--- config.mk ---
export PLATFORM = sky130hd
export DESIGN_NAME = lsu_align_unit
export DESIGN_NICKNAME = d
export VERILOG_FILES = /design/src/rtl/lsu_align_unit.sv
export SDC_FILE = /design/constraint.sdc
export NUM_CORES = 1
export LEC_CHECK = 0
export CORE_MARGIN = 5
export CORE_UTILIZATION = 35
export CTS_CLUSTER_DIAMETER = 40
export DETAILED_ROUTE_END_ITERATION = 8
export DONT_BUFFER_PORTS = 1
export PLACE_DENSITY = 0.51
export SLEW_MARGIN = 20
export SYNTH_ARGS = -nofsm -noshare
export SYNTH_HDL_FRONTEND = slang
export SYNTH_SLANG_ARGS = --single-unit
--- constraint.sdc ---
create_clock -name clk -period 6.3 [get_ports clk]
set_input_delay 1.26 -clock clk [delete_from_list [all_inputs] [get_ports clk]]
set_output_delay 1.26 -clock clk [all_outputs]
set_load 0.005 [all_outputs]
--- src/rtl/lsu_align_unit.sv ---
// Load/store alignment front-end for a byte-addressed data memory.
// Native aligned accesses pass through as one beat. Misaligned halfword and
// word accesses are split into byte beats, and load bytes are reassembled
// before sign or zero extension. Out-of-range or illegal requests produce an
// error response and never touch memory.
module lsu_align_unit #(
  parameter int unsigned MEM_NBYTE = 1024
) (
  input  logic        clk,
  input  logic        rst,
  input  logic        req_valid,
  output logic        req_ready,
  input  logic        req_we,
  input  logic [31:0] req_addr,
  input  logic [31:0] req_wdata,
  input  logic [2:0]  req_load_sel,
  input  logic [1:0]  req_store_sel,
  output logic        rsp_valid,
  output logic [31:0] rsp_rdata,
  output logic        rsp_err,
  output logic        rsp_split,
  output logic [31:0] mem_addr,
  output logic [31:0] mem_dataW,
  output logic [2:0]  mem_load_sel,
  output logic [1:0]  mem_store_sel,
  output logic        mem_wr_en,
  input  logic [31:0] mem_dataR
);

  // Memory select encodings shared with the data memory.
  localparam logic [2:0] LOAD_SEL_B   = 3'd0;
  localparam logic [2:0] LOAD_SEL_BU  = 3'd1;
  localparam logic [2:0] LOAD_SEL_H   = 3'd2;
  localparam logic [2:0] LOAD_SEL_HU  = 3'd3;
  localparam logic [2:0] LOAD_SEL_W   = 3'd4;
  localparam logic [1:0] STORE_SEL_B  = 2'd0;
  localparam logic [1:0] STORE_SEL_H  = 2'd1;
  localparam logic [1:0] STORE_SEL_W  = 2'd2;
  localparam logic       MEM_WRITE    = 1'b1;
  localparam logic       MEM_READ     = 1'b0;

  typedef enum logic [1:0] {IDLE, ACCESS, RESP} state_t;

  state_t      state_q, state_d;
  logic        we_q, we_d;
  logic [31:0] addr_q, addr_d;
  logic [31:0] wdata_q, wdata_d;
  logic [2:0]  lsel_q, lsel_d;
  logic [1:0]  ssel_q, ssel_d;
  logic        split_q, split_d;
  logic        err_q, err_d;
  logic [1:0]  k_q, k_d;
  logic [1:0]  last_k_q, last_k_d;
  logic [31:0] asm_q, asm_d;
  logic [31:0] rdata_q, rdata_d;

  logic [2:0]  req_size;
  logic        req_sel_ok;
  logic [32:0] req_end;
  logic        req_err;
  logic        req_misaligned;
  logic [31:0] asm_next;
  logic [7:0]  beat_byte;

  // Sign/zero extension of an LSB-aligned raw load value.
  function automatic logic [31:0] extend_load(input logic [2:0] sel, input logic [31:0] raw);
    case (sel)
      LOAD_SEL_B:  extend_load = {{24{raw[7]}}, raw[7:0]};
      LOAD_SEL_BU: extend_load = {24'b0, raw[7:0]};
      LOAD_SEL_H:  extend_load = {{16{raw[15]}}, raw[15:0]};
      LOAD_SEL_HU: extend_load = {16'b0, raw[15:0]};
      default:     extend_load = raw;
    endcase
  endfunction

  // Decode size, legality, range (33-bit so address wrap is caught) and alignment of the incoming request.
  always_comb begin
    req_size   = 3'd4;
    req_sel_ok = 1'b1;
    if (req_we) begin
      case (req_store_sel)
        STORE_SEL_B: req_size = 3'd1;
        STORE_SEL_H: req_size = 3'd2;
        STORE_SEL_W: req_size = 3'd4;
        default:     req_sel_ok = 1'b0;
      endcase
    end else begin
      case (req_load_sel)
        LOAD_SEL_B, LOAD_SEL_BU: req_size = 3'd1;
        LOAD_SEL_H, LOAD_SEL_HU: req_size = 3'd2;
        LOAD_SEL_W:              req_size = 3'd4;
        default:                 req_sel_ok = 1'b0;
      endcase
    end
    req_end        = {1'b0, req_addr} + {30'b0, req_size} - 33'd1;
    req_err        = !req_sel_ok || (req_end >= 33'(MEM_NBYTE));
    req_misaligned = ((req_size == 3'd2) && req_addr[0]) ||
                     ((req_size == 3'd4) && (req_addr[1:0] != 2'b00));
  end

  // Byte-beat helpers: assembly register with the current beat merged in, and the store byte for beat k.
  always_comb begin
    asm_next = asm_q;
    asm_next[{k_q, 3'b000} +: 8] = mem_dataR[7:0];
    beat_byte = wdata_q[{k_q, 3'b000} +: 8];
  end

  // Next-state logic for the request FSM, beat counter and response registers.
  always_comb begin
    state_d  = state_q;
    we_d     = we_q;
    addr_d   = addr_q;
    wdata_d  = wdata_q;
    lsel_d   = lsel_q;
    ssel_d   = ssel_q;
    split_d  = split_q;
    err_d    = err_q;
    k_d      = k_q;
    last_k_d = last_k_q;
    asm_d    = asm_q;
    rdata_d  = rdata_q;
    case (state_q)
      IDLE: begin
        if (req_valid) begin
          we_d     = req_we;
          addr_d   = req_addr;
          wdata_d  = req_wdata;
          lsel_d   = req_load_sel;
          ssel_d   = req_store_sel;
          err_d    = req_err;
          split_d  = !req_err && req_misaligned;
          k_d      = 2'd0;
          last_k_d = 2'(req_size - 3'd1);
          asm_d    = 32'd0;
          rdata_d  = 32'd0;
          state_d  = req_err ? RESP : ACCESS;
        end
      end
      ACCESS: begin
        if (split_q) begin
          asm_d = asm_next;
          if (k_q == last_k_q) begin
            rdata_d = we_q ? 32'd0 : extend_load(lsel_q, asm_next);
            state_d = RESP;
          end else begin
            k_d = k_q + 2'd1;
          end
        end else begin
          rdata_d = we_q ? 32'd0 : extend_load(lsel_q, mem_dataR);
          state_d = RESP;
        end
      end
      RESP: state_d = IDLE;
      default: state_d = IDLE;
    endcase
  end

  // State registers with synchronous reset; reset drops any in-flight request.
  always_ff @(posedge clk) begin
    if (rst) begin
      state_q  <= IDLE;
      we_q     <= 1'b0;
      addr_q   <= 32'd0;
      wdata_q  <= 32'd0;
      lsel_q   <= 3'd0;
      ssel_q   <= 2'd0;
      split_q  <= 1'b0;
      err_q    <= 1'b0;
      k_q      <= 2'd0;
      last_k_q <= 2'd0;
      asm_q    <= 32'd0;
      rdata_q  <= 32'd0;
    end else begin
      state_q  <= state_d;
      we_q     <= we_d;
      addr_q   <= addr_d;
      wdata_q  <= wdata_d;
      lsel_q   <= lsel_d;
      ssel_q   <= ssel_d;
      split_q  <= split_d;
      err_q    <= err_d;
      k_q      <= k_d;
      last_k_q <= last_k_d;
      asm_q    <= asm_d;
      rdata_q  <= rdata_d;
    end
  end

  // Memory beat drive; idle values outside ACCESS. Write enable is masked while reset is asserted
  // so the beat in flight during reset is dropped rather than written.
  always_comb begin
    mem_addr      = 32'd0;
    mem_dataW     = 32'd0;
    mem_load_sel  = LOAD_SEL_W;
    mem_store_sel = STORE_SEL_B;
    mem_wr_en     = MEM_READ;
    if (state_q == ACCESS) begin
      if (split_q) begin
        mem_addr      = addr_q + {30'b0, k_q};
        mem_load_sel  = LOAD_SEL_BU;
        mem_store_sel = STORE_SEL_B;
        mem_dataW     = we_q ? {24'b0, beat_byte} : 32'd0;
      end else begin
        mem_addr      = addr_q;
        mem_load_sel  = lsel_q;
        mem_store_sel = ssel_q;
        mem_dataW     = we_q ? wdata_q : 32'd0;
      end
      mem_wr_en = (we_q && !rst) ? MEM_WRITE : MEM_READ;
    end
  end

  assign req_ready = (state_q == IDLE);
  assign rsp_valid = (state_q == RESP);
  assign rsp_rdata = rdata_q;
  assign rsp_err   = err_q;
  assign rsp_split = split_q;

endmodule

[Word-level counts from Yosys, hierarchy flattened]
Cells that the tools add are included.
Storage, ports and cells
  output and inout port bits: 106
  memories kept: 0
  logic and storage cells: 102
  ROM bits: 0
  register bits: 142
  RAM bits: 0
  bits in latches: 0
  input bits: 105
Operators by class
  mux-type cells: 38
  div/mod/pow operators: 0
  multipliers: 0
  add/subtract/negate cells: 6
  bitwise logic cells: 0
  reduce and logical (&&, ||, !) cells: 24
  equality and inequality tests: 18
  shift-type cells: 3
  $lt $le $gt $ge: 1
Operators with widths (count)
  32-bit 2-to-1 mux: 11
  32-bit case mux with 4 select lines: 2
  32-bit case mux with 2 select lines: 2
  32-bit by 3-bit adder with 33-bit output: 1
  33-bit by 11-bit >= comparator with 1-bit output (second input constant): 1
  33-bit by 1-bit subtractor with 33-bit output (second input constant): 1
  32-bit by 2-bit adder with 32-bit output: 1
  32-bit bitwise mux: 1
  8-bit by 7-bit variable shift with 32-bit output (first input constant): 1
  32-bit by 6-bit variable part select with 8-bit output: 1
  8-bit by 7-bit variable part select with 32-bit output: 1
  2-bit 2-to-1 mux: 9
  3-bit by 2-bit equality test with 1-bit output (second input constant): 5
  3-bit case mux with 2 select lines: 2
  3-bit 2-to-1 mux: 3
  8-bit 2-to-1 mux: 1
  2-bit case mux with 2 select lines: 2
  5-bit negator with 7-bit output: 1
  3-bit by 1-bit equality test with 1-bit output (second input constant): 2
  3-bit equality test (second input constant): 2
  3-bit logical NOT: 2
  2-bit inequality test (second input constant): 3
  3-bit AND reduction: 2
  1-bit 2-to-1 mux: 5
  other kinds (16): 28

[Depth between registers and ports, before layout]
  depth in word-level cells: 11
  gate-level depth with buffers: 17
  mapped depth without buffers: 16

[Least setup slack after synthesis]
OpenSTA, ideal clock, no wires.
  path type: input to register
  start: input req_we
  end: register err_q, in the netlist rsp_err
  slack: 1.516 ns
  cell stages on the path: 17
  arrival: 4.665 ns
  setup time: 0.120 ns
  buffers on the path: 1
  data required time: 6.180 ns
  path through: clkbuf_1 nor2b_1 a22oi_1 ha_1 inv_1 ha_1 inv_1 fa_1 nor2b_1 o2111ai_2 a211o_1 a211oi_2 o22ai_1 xnor2_1 nand3_1 or4_1 o31a_1
Between the ends
  cells in the longest elaborated chain, start to end: 5
  elaborated cells on any way between the ends: 7
  those cells by class: 2 x add/sub; 1 x order compare; 2 x mux; 2 x reduce/logical
Ends and longest elaborated chain
  from (decl): line 13  | input logic req_we,
  3-bit 2-to-1 mux: line 80  | if (req_we) begin
  32-bit by 3-bit adder with 33-bit output: line 95  | req_end = {1'b0, req_addr} + {30'b0, req_size} - 33'd1;
  33-bit by 1-bit subtractor with 33-bit output: line 95
  33-bit by 11-bit >= comparator with 1-bit output: line 96  | req_err = !req_sel_ok || (req_end >= 33'(MEM_NBYTE));
  1-bit logical OR (*): line 96
  to (signal assigned): line 181  | err_q <= err_d;
  to (decl): line 51  | logic err_q, err_d;
Mark *: on every way between the ends. The rest lies on a longest branch, timed or not.
A chain may end at the register's enable or synchronous reset.

[Worst setup path after layout]
  start: register k_q[0]
  end: output mem_addr[30]
Between the ends
  cells in the longest elaborated chain, start to end: 3
Ends and longest elaborated chain
  from (decl): line 52  | logic [1:0] k_q, k_d;
  from (signal assigned): line 182  | k_q <= k_d;
  32-bit by 2-bit adder with 32-bit output: line 199  | mem_addr = addr_q + {30'b0, k_q};
  32-bit 2-to-1 mux: line 198  | if (split_q) begin
  32-bit 2-to-1 mux: line 197  | if (state_q == ACCESS) begin
  to (decl): line 22  | output logic [31:0] mem_addr,
Every way passes these cells.

==> out/summary.log <==
[route] per-cell via count in the routed design 5.46
[floorplan] vertical die dimension 170 µm
[worst_setup_path] capturing element type of the critical path primary output
[route] drc violations 0
[route] number of vias after detailed routing 8319
[place] Post-DP HPWL 21.5 mm
[pwr] Static Leakage 3.46 nW
[sta] Fin Setup TNS 0 ns
[logic_synthesis] ranking of synthesized cells by instance count 237 x sky130_fd_sc_hd__nand2_1, 147 x sky130_fd_sc_hd__a21oi_1, 142 x sky130_fd_sc_hd__dfxtp_1
[finish] share of the core filled with cells in the final layout 38.4%
[place] final estimated routing congestion in global placement 0.919
[logic_synthesis] proportion of synthesized flip-flops having asynchronous set or reset 0%
[logic_synthesis] multiplexer share of the synthesized area 1.45%
[logic_synthesis] total of warnings raised by yosys 0
[floorplan] starting density of the core 35.6%
[pwr] net switching share of the total power 30.2%
[worst_setup_path] required time worst endpoint 5.04 ns
[floorplan] total core area 0.0253 mm²
[logic_synthesis] most common flop cell mapped by yosys sky130_fd_sc_hd__dfxtp_1
[sta] final period utilization 85.0%
[place] I/O Buffers 0
[logic_synthesis] Compound-Gate Fraction of Synth Area 24.9%
[logic_synthesis] xor and xnor fraction of the mapped netlist area 4.48%
[clocking] TritonCTS clock tree built
[grt] all-layer global routing usage 19.8%
[pwr] Power per Cell Area 238 mW/mm²
[worst_hold_path] instance count along the most critical hold path 2
[grt] overall overflow remaining after global route 0
[sta] setup repair after global routing missed its margin false
[logic_synthesis] post-synth net total 1383
[worst_setup_path] top fanout value on the critical path 18
[logic_synthesis] number of distinct standard cells referenced by the synthesized netlist 81
[sta] worst clock skew 0.0122 ns
[place] placed inst area 0.00911 mm²
[worst_setup_path] Critical Path Start Type register
[logic_synthesis] share of Yosys cell area claimed by the top area cell type 31.6%
[clocking] root buffer selected by CTS sky130_fd_sc_hd__clkbuf_16
[finish] final cell area excluding filler cells 0.00970 mm²
[route] DR pass1 iterations 4
[pwr] net switching component of the power 0.000699 W
[sta] Achievable Freq 0.187 GHz
[pwr] worst-case vdd ir drop 0.000128 V
[pwr] power share of the clock group 44.9%
[floorplan] # IOs 211
[floorplan] overall die width 170 µm
[logic_synthesis] most area-hungry cell type in the Yosys netlist sky130_fd_sc_hd__dfxtp_1
[place] Worst Setup Slack post-DPL 1.31 ns
[logic_synthesis] Cell Area, Synth 0.00899 mm²
[logic_synthesis] share of the yosys chip area belonging to registers 31.6%
[floorplan] number of rows in the core area 58
[route] drt initial violations 575
[clocking] Post-CTS Setup Inserts 0
[finish] n_diodes 0
[sta] number of setup violations in the final report 0
[sta] total count of max-transition violations in the final report 0
[clocking] largest buffer count on any clock path 2
[finish] share of final-layout standard cells stronger than drive strength 1 6.19%
[sta] total count of hold-check failures in the final report 0
[logic_synthesis] adder and majority gate portion of the synthesized area 6.43%
[logic_synthesis] post-synthesis share of cell area spent on and, or, nand and nor gates 23.9%
[route] Avg WL per Cell 19.4 µm
[logic_synthesis] most common cell in the synthesized netlist sky130_fd_sc_hd__nand2_1
[job] Max Cap Viol 0
[clocking] total number of H-tree levels 4
[grt] number of antenna violations at the first check in global routing 0
[pwr] Tot Pwr 0.00231 W
[finish] Nets 1332
[logic_synthesis] synthesis-stage register bit count 142
[worst_setup_path] arrival time of the worst setup path 4.09 ns
[worst_setup_path] worst setup path category reg -> out
[route] total wire length after detailed routing 29.5 mm
[clocking] insertion delay to the later sink of the worst-skew pair 0.42 ns
[worst_hold_path] hold crit path type reg -> reg
[finish] growth of design area from synthesis to finish 7.92%
[clocking] Clk pin slew, worst setup/hold paths 0.06 ns
[run_status] outcome complete, no violations
[grt] number of global-route vias before repair 8064
[logic_synthesis] largest family of logic cells by synthesized area compound AO/OA/AOI/OAI gates
[grt] first-pass GRT wire length 45.7 mm
[clocking] Gates resized, CTS repair 0
[logic_synthesis] Post-synth EDFFs 0
[sta] remaining max-slew budget at the tightest pin 26.1%
[grt] largest net degree at the start of global routing 145
[pwr] Comb pwr share 13.9%
[clocking] Clock Sink Count 142
[logic_synthesis] cell types occupying the most area after synthesis sky130_fd_sc_hd__dfxtp_1 32%, sky130_fd_sc_hd__nand2_1 9.9%, sky130_fd_sc_hd__a21oi_1 8.2%
[worst_setup_path] depth of the worst register-to-register path 11
[floorplan] Die ar. 0.0290 mm²
[sta] crit path setup slack, layout 0.945 ns
[logic_synthesis] synthesized area per cell 7.29 µm²
[clocking] total clock buffers created by CTS 17
[sta] transition time at the pin with the least slew margin 1.11 ns
[clocking] CTS Hold Buffers Added 0
[sta] minimum clock period after layout 5.35 ns
[pwr] internal power summed over all cells 0.00161 W
[logic_synthesis] number of instances in the synthesized netlist 1233
[pwr] Seq pwr share 41.2%
[route] remaining antenna violation count after routing 0
[registers in the layout, indices dropped and copies added, names as in the netlist]
register,cells
addr_q,32
asm_q,32
k_q,2
last_k_q,2
lsel_q,3
rsp_err,1
rsp_rdata,32
rsp_split,1
ssel_q,2
state_q,2
wdata_q,32
we_q,1
[critical path: stages (launching register included)]
cell	delay [ns]
sky130_fd_sc_hd__dfxtp_1	0.89
sky130_fd_sc_hd__ha_1	0.31
sky130_fd_sc_hd__inv_1	0.06
sky130_fd_sc_hd__fa_1	0.40
sky130_fd_sc_hd__nor3b_1	0.54
sky130_fd_sc_hd__nand2_1	0.39
sky130_fd_sc_hd__or2_2	0.40
sky130_fd_sc_hd__nor3_1	0.28
sky130_fd_sc_hd__nand2_1	0.11
sky130_fd_sc_hd__xor2_1	0.15
sky130_fd_sc_hd__nor2_1	0.14
[cell usage in the layout, fill, tap and decap left out, types with 4 or more instances in the layout]
cell,instances
sky130_fd_sc_hd__a21o_1,10
sky130_fd_sc_hd__nor4_1,4
sky130_fd_sc_hd__and2_1,25
sky130_fd_sc_hd__o211ai_1,5
sky130_fd_sc_hd__xor2_1,27
sky130_fd_sc_hd__clkbuf_16,17
sky130_fd_sc_hd__dfxtp_1,142
sky130_fd_sc_hd__ha_1,43
sky130_fd_sc_hd__a22oi_1,42
sky130_fd_sc_hd__o22ai_1,12
sky130_fd_sc_hd__inv_6,6
sky130_fd_sc_hd__inv_8,4
sky130_fd_sc_hd__nand4_1,14
sky130_fd_sc_hd__a211oi_1,7
sky130_fd_sc_hd__xnor2_1,19
sky130_fd_sc_hd__o21bai_1,4
sky130_fd_sc_hd__o21a_1,4
sky130_fd_sc_hd__nor2b_1,13
sky130_fd_sc_hd__or3_1,8
sky130_fd_sc_hd__a21oi_1,147
sky130_fd_sc_hd__o21ai_0,54
sky130_fd_sc_hd__nor2_1,113
sky130_fd_sc_hd__buf_4,8
sky130_fd_sc_hd__nand2_1,236
sky130_fd_sc_hd__nor3_1,12
sky130_fd_sc_hd__a22o_1,7
sky130_fd_sc_hd__a31oi_1,4
sky130_fd_sc_hd__mux2i_1,4
sky130_fd_sc_hd__mux2_2,8
sky130_fd_sc_hd__o221ai_1,24
sky130_fd_sc_hd__o31ai_1,5
sky130_fd_sc_hd__inv_1,73
sky130_fd_sc_hd__nor3b_1,4
sky130_fd_sc_hd__nand3_1,22
[metal layers]
metal / track usage [%] / vias up / wire length [µm] / part of all wire, %
met5: 0 / - / 0 / 0
met4: 5.76 / 0 / 578 / 2.0
met3: 4.95 / 26 / 1910 / 6.5
met2: 34.9 / 199 / 14800 / 50
met1: 23.8 / 3935 / 12300 / 42
li1: - / 4159 / - / -
[power groups by stage]
stage	clock, W	sequential, W	combinational (W)
finish	0.00104	0.000952	0.000321
global route	0.00110	0.000957	0.000359
CTS	0.00107	0.000952	0.000321
detailed placement	0	0.000973	0.000320
global placement	0	0.000973	0.000322
floorplan	0	0.000963	0.000273
[cells by family (layout without fill, tap and decap cells)]
logic type	count (synthesis)	after routing
compound gates	353	353
flops	142	142
xor+xnor	46	46
simple gates	483	483
buf+inv	152	114
mux	12	12
fa+ha+maj	45	45
[final cells by class]
type | instances | area [µm²]
well taps | 330 | 413
repair buffers | 8 | 60.1
clock inverters | 15 | 165
flip-flops and latches | 142 | 2840
inverters | 74 | 278
multi-input cells | 939 | 5520
fillers | 2741 | 15600
clock buffers | 17 | 425
[metrics by stage]
step                std cells  hold slack, ns
floorplan                1233           0.432
global placement         1493           0.436
detailed placement       1493           0.437
CTS                      1525           0.448
global route             1525           0.475
finish                   1525           0.452
[final timing paths]
check,start,slack [ns],endpoint
setup / recovery,k_q[0],0.95,mem_addr[30]
hold reg to reg,wdata_q[7],0.45,wdata_q[7]
setup reg to reg,k_q[0],1.83,rsp_rdata[21]
hold / removal,wdata_q[7],0.45,wdata_q[7]
No activity file was read; power rests on OpenSTA's default activity.
